==> src/rtl/fetch_ctrl.sv <==
// -----------------------------------------------------------------------------
// fetch_ctrl
//   Fetch-control stage between the program counter and decode. It holds the
//   IF/ID instruction register and resolves JMP/BRZ/HALT from that registered
//   instruction. It drives branch_en/target back to the PC. It sequences program
//   start/done with the test bench and owns the branch-target LUT.
//
// Ports
//   clk         in   clock, all state on rising edge
//   reset_n     in   asynchronous active-low reset
//   start       in   request to (re)start the program at pc 0
//   done        out  program reached HALT (registered)
//   pc          in   current program counter (visibility only)
//   inst        in   instruction memory read data at pc
//   alu_zero    in   ALU zero flag, used by BRZ
//   fetch_hold  out  forces the PC to 0 on the next edge
//   branch_en   out  PC loads target on the next edge
//   target      out  branch destination = lut[operand index]
//   inst_valid  out  inst_out is a live instruction for decode
//   inst_out    out  IF/ID register contents
//   lut_we      in   LUT write enable (honoured in IDLE/LOAD/HALT only)
//   lut_waddr   in   LUT write index
//   lut_wdata   in   LUT write data
// -----------------------------------------------------------------------------
module fetch_ctrl #(
    parameter int PC_WIDTH   = 11,
    parameter int INST_WIDTH = 9,
    parameter int LUT_AW     = 4
) (
    input  logic                  clk,
    input  logic                  reset_n,
    input  logic                  start,
    output logic                  done,
    input  logic [PC_WIDTH-1:0]   pc,
    input  logic [INST_WIDTH-1:0] inst,
    input  logic                  alu_zero,
    output logic                  fetch_hold,
    output logic                  branch_en,
    output logic [PC_WIDTH-1:0]   target,
    output logic                  inst_valid,
    output logic [INST_WIDTH-1:0] inst_out,
    input  logic                  lut_we,
    input  logic [LUT_AW-1:0]     lut_waddr,
    input  logic [PC_WIDTH-1:0]   lut_wdata
);

    typedef enum logic [2:0] {
        S_IDLE,
        S_LOAD,
        S_RUN,
        S_FLUSH,
        S_HALT
    } state_t;

    localparam logic [3:0] OP_JMP  = 4'hD;
    localparam logic [3:0] OP_BRZ  = 4'hE;
    localparam logic [3:0] OP_HALT = 4'hF;
    localparam logic [4:0] HALT_OPERAND = 5'h1F;

    state_t state, state_nxt;

    logic [PC_WIDTH-1:0] lut [2**LUT_AW];

    logic [3:0] opcode;
    logic [4:0] operand;
    logic       run_valid;
    logic       taken;
    logic       halt_seen;
    logic       hold_state;
    logic       unused_bits;

    assign opcode  = inst_out[INST_WIDTH-1 -: 4];
    assign operand = inst_out[4:0];

    // pc is observed only; operand bits above the LUT index are don't-care.
    assign unused_bits = ^{pc, operand};

    always_comb begin
        run_valid  = (state == S_RUN) && inst_valid;
        taken      = run_valid && ((opcode == OP_JMP) ||
                                   ((opcode == OP_BRZ) && alu_zero));
        halt_seen  = run_valid && (opcode == OP_HALT) && (operand == HALT_OPERAND);
        hold_state = (state == S_IDLE) || (state == S_LOAD) || (state == S_HALT);
    end

    assign fetch_hold = start | hold_state;
    assign branch_en  = taken;
    // Target is looked up unconditionally so the PC sees a stable value.
    assign target     = lut[operand[LUT_AW-1:0]];

    // Next-state logic; start has priority from every state.
    always_comb begin
        state_nxt = state;
        if (start) begin
            state_nxt = S_LOAD;
        end else begin
            case (state)
                S_IDLE:  state_nxt = S_IDLE;
                S_LOAD:  state_nxt = S_RUN;
                S_RUN: begin
                    if (taken)          state_nxt = S_FLUSH;
                    else if (halt_seen) state_nxt = S_HALT;
                    else                state_nxt = S_RUN;
                end
                S_FLUSH: state_nxt = S_RUN;
                S_HALT:  state_nxt = S_HALT;
                default: state_nxt = S_IDLE;
            endcase
        end
    end

    always_ff @(posedge clk or negedge reset_n) begin
        if (!reset_n) state <= S_IDLE;
        else          state <= state_nxt;
    end

    // IF/ID register and done flag. A taken branch squashes the wrong-path
    // pc+1 instruction being captured on the same edge; the FLUSH cycle then
    // captures the instruction at the target. Decode never sees anything
    // fetched after a HALT.
    always_ff @(posedge clk or negedge reset_n) begin
        if (!reset_n) begin
            inst_out   <= '0;
            inst_valid <= 1'b0;
            done       <= 1'b0;
        end else if (start) begin
            inst_valid <= 1'b0;
            done       <= 1'b0;
        end else begin
            case (state)
                S_RUN: begin
                    inst_out   <= inst;
                    inst_valid <= !(taken || halt_seen);
                    if (halt_seen) done <= 1'b1;
                end
                S_FLUSH: begin
                    inst_out   <= inst;
                    inst_valid <= 1'b1;
                end
                default: inst_valid <= 1'b0;
            endcase
        end
    end

    // Branch-target LUT: writable only while the program is not running.
    always_ff @(posedge clk or negedge reset_n) begin
        if (!reset_n) begin
            for (int i = 0; i < 2**LUT_AW; i++) lut[i] <= '0;
        end else if (lut_we && hold_state) begin
            lut[lut_waddr] <= lut_wdata;
        end
    end

endmodule

==> config.mk <==
export PLATFORM = sky130hd
export DESIGN_NAME = fetch_ctrl
export DESIGN_NICKNAME = d
export VERILOG_FILES = /design/src/rtl/fetch_ctrl.sv
export SDC_FILE = /design/constraint.sdc
export NUM_CORES = 1
export LEC_CHECK = 0
export ABC_AREA = 1
export CAP_MARGIN = 30
export CORE_ASPECT_RATIO = 0.9
export CORE_MARGIN = 2
export CORE_UTILIZATION = 45
export CTS_CLUSTER_SIZE = 40
export DETAILED_ROUTE_END_ITERATION = 7
export GPL_TIMING_DRIVEN = 0
export PLACE_DENSITY = 0.66
export SYNTH_ARGS = -nofsm -noshare
export SYNTH_HDL_FRONTEND = slang
export SYNTH_SLANG_ARGS = --single-unit
==> constraint.sdc <==
create_clock -name clk -period 2.15 [get_ports clk]
set_input_delay 0.43 -clock clk [delete_from_list [all_inputs] [get_ports clk]]
set_output_delay 0.43 -clock clk [all_outputs]
set_load 0.005 [all_outputs]
==> impl_metrics.json <==
{
  "status": "finished, violations left",
  "violations": "hold timing, setup timing",
  "routed_wl_um": 30700,
  "cts_tree": "yes",
  "timing.rr.start": "state[0]",
  "dpl.cell_count": 1561,
  "root_buffer": "clkbuf_16",
  "min_path_type": "primary input to async pin",
  "synth_area_mm2": 0.00943,
  "syn_inst": 1222,
  "reg2reg_slack_ps": 490,
  "first_global_vias": 8220,
  "fin_worst_skew_ps": 5.13,
  "routabilityCongestion": 0.975,
  "die_area_mm2": 0.0221,
  "power.density_mw_per_mm2": 968,
  "synth.most_common_cell": "nand2_1",
  "htreeDepth": 4,
  "rsz0062_at_grt": "true",
  "initial_core_util_pct": 45.5,
  "nFillCells": 1859,
  "crit_path_start": "inst_out[0]",
  "fin_hold_ws_ps": -19.7,
  "setup_slack_ps": -217,
  "min_period_ps": 2370,
  "rows": 50,
  "wl_per_cell_um": 19.0,
  "synth_nets": 1262,
  "max_clock_freq_mhz": 422,
  "die_x_um": 157,
  "synth_top_area_share_pct": 50.4,
  "via_per_inst": 5.36,
  "hold_buffers": 0,
  "synth_seq_cells": 190,
  "diodes": 0,
  "cp-start-kind": "flop",
  "ys.warnings.count": 0,
  "r2r-end": "lut[174]",
  "grt_pass1_wl_um": 47300,
  "drive_gt1_share_pct": 19.8,
  "synth_common_cells": "nand2_1, dfrtp_1, inv_1, nand3_1, o21ai_1",
  "yosys.area.top_type": "dfrtp_1",
  "overflow": 0,
  "async_flop_share_pct": 100,
  "clk_path_buf_depth": 2,
  "endpoint_kind": "output pin",
  "synthToLayoutAreaGrowth_pct": 25.4,
  "worstPathArrival_ps": 1940,
  "portBuffers": 52,
  "clkLatencyLatePin_ps": 430,
  "route.detailed.drc": 0,
  "track_usage_pct": 28.6,
  "vdd_drop_max_v": 0.000591,
  "drt_iter0_drc": 964,
  "setup_violations": 11,
  "final_core_util_pct": 57.1,
  "timing_hold_violations_final": 37,
  "die_y_um": 141,
  "clk_pin_slew_worst_paths_ps": 70,
  "vias": 8643,
  "crit_end": "target[2]",
  "final_cell_area_mm2": 0.0118,
  "post-route-period-util_pct": 110,
  "p_leak_nw": 5.94,
  "cp.required_ps": 1720,
  "path_class": "flop to output pin",
  "layout.cells.non_filler": 1614,
  "ys_dominant_reg_cell": "dfrtp_1",
  "synth_edf_count": 0,
  "seq_area_frac_synth_pct": 50.4,
  "ioPinCount": 64,
  "worst_slew_pin_slew_ps": 1040,
  "antenna_left": 0,
  "synth_cell_type_count": 23,
  "synth_area_leaders": "dfrtp_1, nand2_1, nand3_1, inv_1, o21ai_1",
  "antenna_found_initial": 1,
  "syn_avg_cell_area_um2": 7.71,
  "path_max_fanout": 6,
  "cts_sinks": 190,
  "first_pass_iters": 6,
  "numCtsBuffers": 17,
  "slew_headroom_pct": 30.6,
  "report.final.slew_viol_count": 0,
  "dpl.hpwl_um": 20100,
  "core_area_mm2": 0.0207,
  "finalNetCount": 1356,
  "grt_max_degree": 112,
  "power_mw": 11.4,
  "ff2ff_path_depth": 6,
  "placed_cell_area_mm2": 0.0103,
  "cap_violations": 0
}
-- area by class of cell --
type / instances / area (um2) / share of cell area, %
multi-input cells: 794 / 4070 / 34.4
clock inverters: 13 / 114 / 0.963
repair inverters: 1 / 8.76 / 0.0741
repair buffers: 75 / 793 / 6.71
clock buffers: 18 / 439 / 3.71
flip-flops and latches: 190 / 4750 / 40.2
inverters: 159 / 609 / 5.15
well taps: 286 / 358 / 3.03
plain buffers: 78 / 676 / 5.71
-- per-layer routing --
metal,GRT usage [%],wire (um),vias to the layer above
li1,-,-,3989
met1,40.5,13200,4218
met2,43.5,14000,380
met3,6.72,2710,56
met4,9.22,792,0
met5,0,0,-
-- worst max-delay path, cell delays in order, from the launching register on --
cell and delay [ps]:
dfrtp_1 370, buf_6 170, inv_8 50, buf_6 130, buf_8 140, buf_6 120
nand2_2 50, nand3_2 80, nand3_2 80, nand3_2 110, nand2_1 100, buf_2 110
-- metrics by stage --
step                      setup slack, ps  TNS (ps)
final                                -217     -1920
after floorplan                       551         0
after detailed placement             -395     -5200
after CTS                            -195     -1820
after global routing                 -262     -2540
after global placement              -7450  -1416480
-- registers in the layout, indices dropped and copies added, names as in the netlist --
register / flops
lut: 176
inst_out: 9
state: 3
done: 1
inst_valid: 1
-- worst min-delay path by stage --
stage,from,to,slack (ps),depth (start not counted)
3_5_place_dp,reset_n,lut[4],470,1
5_1_grt,reset_n,lut[2],30,1
6_report,reset_n,lut[26],-20,1
3_3_place_gp,lut[140],lut[140],470,2
4_1_cts,reset_n,lut[26],10,1
2_1_floorplan,reset_n,done,130,0
-- where the power goes --
| part | total (mW) | switching [mW] | internal (mW) |
|---|---|---|---|
| registers | 4.77 | 0.439 | 4.33 |
| logic | 3.58 | 2.14 | 1.44 |
| clock network | 3.09 | 1.46 | 1.63 |
-- logic make-up (layout without fill, tap and decap cells) --
kind of cell	after synthesis	count (layout)	synth area share, %
AOI/OAI and AO/OA	183	183	9.95
buffers and inverters	238	344	11.9
DFF	190	190	50.4
muxes	5	5	0.597
and+or+nand+nor	606	606	27.1
-- repair_timing --
| item | 4_1_cts | 5_1_grt |
|---|---|---|
| resized for setup | 208 | 35 |
| gates cloned | 7 | 0 |
| buffers inserted | 16 | 2 |
| pin swaps | 50 | 36 |
| endpoints found under the setup margin | 12 | 12 |
-- cell usage in the layout, fill, tap and decap left out, types with 23 or more instances in the layout --
cell / netlist / layout
nor2_1: 23 / 23
clkdlybuf4s50_1: 0 / 38
dfrtp_1: 190 / 190
nand3_1: 136 / 68
buf_6: 21 / 38
nand3_2: 0 / 60
inv_1: 155 / 154
o21ai_1: 105 / 105
nand2_2: 1 / 31
nand2_1: 431 / 395
o21ai_0: 65 / 65
(Power assumes the default switching activity.)
